File: config.mk
export PLATFORM = sky130hd
export DESIGN_NAME = wave_gen_ctrl
export DESIGN_NICKNAME = d
export VERILOG_FILES = /design/src/rtl/wave_gen_pkg.sv /design/src/rtl/sample_strobe_gen.sv /design/src/rtl/wave_gen_ctrl.sv
export SDC_FILE = /design/constraint.sdc
export NUM_CORES = 1
export LEC_CHECK = 0
export CORE_MARGIN = 2
export CORE_UTILIZATION = 45
export DETAILED_ROUTE_END_ITERATION = 12
export PLACE_DENSITY = 0.66
export SLEW_MARGIN = 10
export SYNTH_ARGS = -nofsm -noshare
export SYNTH_HDL_FRONTEND = slang
export SYNTH_SLANG_ARGS = --single-unit
File: constraint.sdc
create_clock -name clk -period 4.52 [get_ports clk]
set_input_delay 0.904 -clock clk [delete_from_list [all_inputs] [get_ports clk]]
set_output_delay 0.904 -clock clk [all_outputs]
set_load 0.01 [all_outputs]
File: src/rtl/wave_gen_pkg.sv
// Shared types for the waveform generator control path: wave codes, command
// opcodes, controller states and the committed configuration record.
package wave_gen_pkg;

    typedef enum logic [2:0] {
        SINE   = 3'd0,
        TRI    = 3'd1,
        SAW    = 3'd2,
        SQUARE = 3'd3,
        ECG    = 3'd4
    } wave_e;

    localparam logic [2:0] WAVE_LAST = 3'd4;

    typedef enum logic [2:0] {
        OP_SET_WAVE   = 3'd0,
        OP_SET_FLAGS  = 3'd1,
        OP_SET_FREQ   = 3'd2,
        OP_AUTO_START = 3'd3,
        OP_AUTO_STOP  = 3'd4
    } cmd_op_e;

    typedef enum logic [1:0] {
        ST_IDLE      = 2'd0,
        ST_PEND      = 2'd1,
        ST_AUTO      = 2'd2,
        ST_AUTO_PEND = 2'd3
    } ctrl_state_e;

    typedef struct packed {
        logic [2:0] wave_sel;
        logic       amp;
        logic       inc_freq;
        logic       noise_in;
        logic       duty_cycle;
    } cfg_t;

    function automatic logic [2:0] next_wave(input logic [2:0] w);
        return (w >= WAVE_LAST) ? 3'(SINE) : w + 3'd1;
    endfunction

endpackage

File: src/rtl/sample_strobe_gen.sv
// Free-running divider producing a one-cycle sample strobe every SAMPLE_DIV
// clocks; the strobe is high while the count sits at its last value.
module sample_strobe_gen
    import wave_gen_pkg::*;
#(
    parameter int SAMPLE_DIV = 1000
) (
    input  logic clk,
    input  logic rst_n,
    output logic sample
);

    localparam int CW = $clog2(SAMPLE_DIV);
    localparam logic [CW-1:0] COUNT_LAST = CW'(SAMPLE_DIV - 1);

    logic [CW-1:0] count_reg;
    logic [CW-1:0] count_next;

    always_comb begin
        count_next = (count_reg == COUNT_LAST) ? '0 : count_reg + CW'(1);
    end

    always_ff @(posedge clk) begin
        if (rst_n) begin
            count_reg <= '0;
        end else begin
            count_reg <= count_next;
        end
    end

    assign sample = (count_reg == COUNT_LAST);

endmodule

File: src/rtl/wave_gen_ctrl.sv
// Command sequencer for the waveform generator: accepts config commands,
// commits them on sample boundaries and optionally sweeps through the waves.
module wave_gen_ctrl
    import wave_gen_pkg::*;
#(
    parameter int SAMPLE_DIV    = 1000,
    parameter int DWELL_SAMPLES = 4096
) (
    input  logic       clk,
    input  logic       rst_n,
    input  logic       cmd_valid,
    output logic       cmd_ready,
    input  logic [2:0] cmd_op,
    input  logic [2:0] cmd_data,
    output logic       cmd_err,
    output logic       sample,
    output logic [2:0] wave_sel,
    output logic       amp,
    output logic       inc_freq,
    output logic       noise_in,
    output logic       duty_cycle,
    output logic       auto_active
);

    localparam int DW = (DWELL_SAMPLES > 1) ? $clog2(DWELL_SAMPLES) : 1;
    localparam logic [DW-1:0] DWELL_LAST = DW'(DWELL_SAMPLES - 1);

    localparam logic [1:0] IDLE      = ST_IDLE;
    localparam logic [1:0] PEND      = ST_PEND;
    localparam logic [1:0] AUTO      = ST_AUTO;
    localparam logic [1:0] AUTO_PEND = ST_AUTO_PEND;

    logic [1:0]    state_reg, state_next;
    cfg_t          cfg_reg, cfg_next;
    cfg_t          shadow_reg, shadow_next;
    logic [DW-1:0] dwell_reg, dwell_next;
    logic          err_reg, err_next;
    logic          live_reg;
    logic          in_auto;
    logic          xfer;
    logic          sweep_step;

    sample_strobe_gen #(
        .SAMPLE_DIV(SAMPLE_DIV)
    ) u_strobe (
        .clk   (clk),
        .rst_n (rst_n),
        .sample(sample)
    );

    // live_reg holds cmd_ready low for the first cycle after reset release
    assign in_auto   = (state_reg == AUTO) || (state_reg == AUTO_PEND);
    assign cmd_ready = live_reg && ((state_reg == IDLE) || (state_reg == AUTO));
    assign xfer      = cmd_valid && cmd_ready;

    always_comb begin
        state_next  = state_reg;
        cfg_next    = cfg_reg;
        shadow_next = shadow_reg;
        dwell_next  = dwell_reg;
        err_next    = 1'b0;
        sweep_step  = 1'b0;

        if (in_auto && sample) begin
            if (dwell_reg == DWELL_LAST) begin
                dwell_next        = '0;
                sweep_step        = 1'b1;
                cfg_next.wave_sel = next_wave(cfg_reg.wave_sel);
            end else begin
                dwell_next = dwell_reg + DW'(1);
            end
        end

        case (state_reg)
            IDLE, AUTO: begin
                if (xfer) begin
                    case (cmd_op)
                        OP_SET_WAVE: begin
                            if (in_auto || (cmd_data > WAVE_LAST)) begin
                                err_next = 1'b1;
                            end else begin
                                shadow_next          = cfg_reg;
                                shadow_next.wave_sel = cmd_data;
                                state_next           = PEND;
                            end
                        end
                        OP_SET_FLAGS: begin
                            shadow_next            = cfg_reg;
                            shadow_next.noise_in   = cmd_data[2];
                            shadow_next.amp        = cmd_data[1];
                            shadow_next.duty_cycle = cmd_data[0];
                            state_next             = in_auto ? AUTO_PEND : PEND;
                        end
                        OP_SET_FREQ: begin
                            shadow_next          = cfg_reg;
                            shadow_next.inc_freq = cmd_data[0];
                            state_next           = in_auto ? AUTO_PEND : PEND;
                        end
                        OP_AUTO_START: begin
                            if (in_auto) begin
                                err_next = 1'b1;
                            end else begin
                                state_next = AUTO;
                                dwell_next = '0;
                            end
                        end
                        OP_AUTO_STOP: begin
                            if (!in_auto) begin
                                err_next = 1'b1;
                            end else begin
                                state_next = IDLE;
                            end
                        end
                        default: err_next = 1'b1;
                    endcase
                end
            end
            PEND: begin
                if (sample) begin
                    cfg_next   = shadow_reg;
                    state_next = IDLE;
                end
            end
            AUTO_PEND: begin
                // The sweep owns wave_sel in auto mode; the shadow only carries flags
                if (sample) begin
                    cfg_next          = shadow_reg;
                    cfg_next.wave_sel = sweep_step ? next_wave(cfg_reg.wave_sel)
                                                   : cfg_reg.wave_sel;
                    state_next        = AUTO;
                end
            end
            default: state_next = IDLE;
        endcase
    end

    always_ff @(posedge clk) begin
        if (rst_n) begin
            state_reg  <= IDLE;
            cfg_reg    <= '0;
            shadow_reg <= '0;
            dwell_reg  <= '0;
            err_reg    <= 1'b0;
            live_reg   <= 1'b0;
        end else begin
            state_reg  <= state_next;
            cfg_reg    <= cfg_next;
            shadow_reg <= shadow_next;
            dwell_reg  <= dwell_next;
            err_reg    <= err_next;
            live_reg   <= 1'b1;
        end
    end

    assign cmd_err     = err_reg;
    assign wave_sel    = cfg_reg.wave_sel;
    assign amp         = cfg_reg.amp;
    assign inc_freq    = cfg_reg.inc_freq;
    assign noise_in    = cfg_reg.noise_in;
    assign duty_cycle  = cfg_reg.duty_cycle;
    assign auto_active = in_auto;

endmodule

==> flow_metrics.py <==
metrics = {
    "outcome": {
        "status": "complete, no violations",
    },
    "timing": {
        "period_minus_slack_ns": 3.109,
        "finalClockSkew_ns": 0.005866,
        "final-hold-violation-count": 0,
        "fin_hold_ws_ns": 0.4709,
        "rsz0062_at_grt": "no",
        "tightest_slew_ns": 0.5779,
        "slew_headroom_pct": 61.15,
        "setup_ws_ns": 1.411,
        "setup_viol_count_final": 0,
        "min_period_over_period_pct": 68.78,
        "max_freq_ghz": 0.3216,
        "drv_slew": 0,
        "fin_tns_setup_ns": 0,
    },
    "power_and_ir_drop": {
        "cellLeakagePower_nw": 0.8822,
        "p_comb_share_pct": 6.8,
        "p_int_mw": 0.4834,
        "pwr-share-clk_pct": 35.5,
        "peakVddDrop_v": 0.0002302,
        "switchingPower_mw": 0.1435,
        "p_sw_share_pct": 22.89,
        "pwr-share-seq_pct": 57.8,
        "finalPower_mw": 0.6269,
        "power.density_nw_per_um2": 277.4,
    },
    "worst_setup_path": {
        "critPathTopFamily": "simple AND/OR/NAND/NOR gates",
        "worstPathCellList": "ha_1 -> nand4b_2 -> nor3_4 -> clkdlybuf4s50_1",
        "reg2reg_slack_ns": 2.38,
        "r2r_cells": 6,
        "rr_endpoint": "dwell_reg[11]",
        "max_stage_delay_ns": 0.62,
        "crit_fanout": 9,
        "critPathBufInv": 1,
        "cpMaxStageDelayCell": "clkdlybuf4s50_1",
        "cp-end-kind": "primary output",
        "cp_data_arrival_time_ns": 2.21,
        "worstPathRequired_ns": 3.62,
        "crit_type": "register to primary output",
        "rr_startpoint": "u_strobe.count_reg[0]",
        "cp-start-kind": "register",
        "crit_cells": 4,
        "startpoint": "u_strobe.count_reg[0]",
        "setup.worst_path.end": "sample",
    },
    "placed_design": {
        "numPortBuffers": 19,
        "placed_area_sq_um": 2182,
        "place_hpwl_um": 2571,
        "place.gp.congestion": 0.7704,
        "place_inst": 273,
        "dp_slack_ns": 1.715,
    },
    "global_route": {
        "track_usage_pct": 15.41,
        "grt_pass1_vias": 1337,
        "grt_pass1_wl_um": 6154,
        "grt-busiest-layer": "met2",
        "use_met3_pct": 4.651,
        "grt_start_max_net_pins": 20,
        "use_met1_pct": 21.65,
        "overflow": 0,
        "grt_use_met2_pct": 22.75,
        "antenna_found_initial": 0,
    },
    "synth": {
        "synth_seq_cells": 40,
        "syn_inst": 210,
        "synth.cell_area_sq_um": 1947,
        "synth-warning-count": 0,
        "synth_cell_type_count": 46,
        "synth_area_per_cell_sq_um": 9.271,
        "synth_edf_count": 0,
        "synth_ff_type": "dfxtp_1",
        "synth_fp_nets": 223,
        "ys_seq_area_share_pct": 41.13,
        "synth-async-reset-ratio_pct": 0,
    },
    "clock_network": {
        "postCtsSetupRepairBufs": 0,
        "hold_buffers": 0,
        "ctsResizeCount": 0,
        "clock_latency_ns": 0.29,
        "cts_buffers": 5,
        "htreeDepth": 2,
        "tritoncts": "built",
        "clockBufferDepth": 2,
        "cts_sinks": 40,
        "cts-root-buf": "clkbuf_8",
        "path_clk_slew_ns": 0.07,
    },
    "drt": {
        "firstDrtPassIters": 4,
        "wl_um": 3634,
        "wire_per_inst_um": 12.98,
        "via_per_inst": 5.332,
        "postRouteAntennaNets": 0,
        "drcViolationCount": 0,
        "routed-via-count": 1493,
        "drt_iter0_drc": 98,
    },
    "finish": {
        "utilization_pct": 55.30,
        "final_cells": 280,
        "final_area_sq_um": 2260,
        "nets": 243,
        "largest_reg_flops": 12,
        "layout-drive-gt1-share_pct": 10.00,
        "n_antenna_cell": 0,
        "area_delta_synth_final_pct": 16.07,
    },
    "floorplanning": {
        "die_y_um": 69.78,
        "fp.dieW_um": 69.78,
        "ioPinCount": 20,
        "die_area_sq_um": 4869,
        "coreArea_sq_um": 4086,
        "core.rowCount": 23,
        "start_util_pct": 47.64,
    },
    "run": {
        "drv_cap": 0,
    },
    "worst_hold_path": {
        "min-delay-path-class": "register to register",
    },
}
-- power by group through the flow --
stage / sequential, mW / combinational (mW) / clock, mW
2_1_floorplan: 0.368 / 0.0259 / 0
3_3_place_gp: 0.370 / 0.0424 / 0
3_5_place_dp: 0.370 / 0.0423 / 0
4_1_cts: 0.362 / 0.0425 / 0.228
5_1_grt: 0.363 / 0.0465 / 0.243
6_report: 0.362 / 0.0425 / 0.222
-- worst reg2reg max path, cell delays in order (launching register included) --
cell and delay [ns]:
dfxtp_1 0.38, ha_1 0.29, nand4b_2 0.25, nor4b_4 0.55, nand2_2 0.15, or2b_1 0.33
nor2_1 0.08
-- placed cells by master (no fill, tap or decap), types with 3 or more instances in the layout --
master           count
dfxtp_1             40
nor2_1              35
clkdlybuf4s50_1     19
nand3_1             15
xor2_1              13
mux2i_1             13
nand2_1              7
a21oi_1              7
mux2_2               7
and3_1               5
o21ai_0              5
clkbuf_8             5
inv_1                4
and2_1               4
ha_1                 4
and4_1               3
xnor2_1              3
or3_1                3
nand2b_1             3
-- how the worst min path moves through the flow --
stage / startpoint / end / slack (ns) / depth (start not counted)
final: u_strobe.count_reg[0] / u_strobe.count_reg[0] / 0.47 / 1
after global routing: u_strobe.count_reg[0] / u_strobe.count_reg[0] / 0.50 / 1
after CTS: u_strobe.count_reg[0] / u_strobe.count_reg[0] / 0.47 / 1
after detailed placement: u_strobe.count_reg[0] / u_strobe.count_reg[0] / 0.45 / 1
after global placement: u_strobe.count_reg[0] / u_strobe.count_reg[0] / 0.46 / 1
after floorplan: u_strobe.count_reg[0] / u_strobe.count_reg[0] / 0.43 / 1
-- cells by family (layout without fill, tap and decap cells) --
kind of cell / count (synthesis) / after routing / synth area share, %
simple gates: 95 / 95 / 28.15
fa+ha+maj: 4 / 4 / 2.571
xor+xnor: 16 / 16 / 7.198
compound gates: 23 / 23 / 7.777
buf+inv: 12 / 32 / 2.442
mux: 20 / 20 / 10.73
flops: 40 / 40 / 41.13
-- cell usage after synthesis (2+ instances only) --
master	n	area, sq um
mux2_2	7	78.83
nand4b_1	2	17.52
buf_2	2	10.01
xnor2_1	3	26.28
nand2_1	7	26.28
nor2_1	35	131.4
and3_1	5	31.28
inv_1	4	15.01
nand3_1	15	75.07
nor3b_1	2	15.01
and2_1	4	25.02
or3_1	3	18.77
a21oi_1	7	35.03
xor2_1	13	113.9
nand4_1	2	12.51
and4_1	3	26.28
clkbuf_1	6	22.52
ha_1	4	50.05
nand2b_1	3	18.77
dfxtp_1	40	800.8
mux2i_1	13	130.1
o21ai_0	5	25.02
nor2b_1	2	12.51
-- layout make-up --
| cell class | instances | area [sq um] |
|---|---|---|
| fillers | 374 | 1827 |
| multi-input cells | 158 | 1099 |
| flip-flops and latches | 40 | 800.8 |
| repair buffers | 21 | 205.2 |
| clock buffers | 6 | 72.57 |
| well taps | 50 | 62.56 |
| inverters | 4 | 15.01 |
| clock inverters | 1 | 5.005 |
-- metal layers --
layer / part of all wire [%] / vias up
li1: - / 774
met1: 53 / 691
met4: 0.72 / 0
met5: 0 / -
met2: 42 / 26
met3: 4.1 / 2
Note: power is estimated with default switching activity, not from simulation.
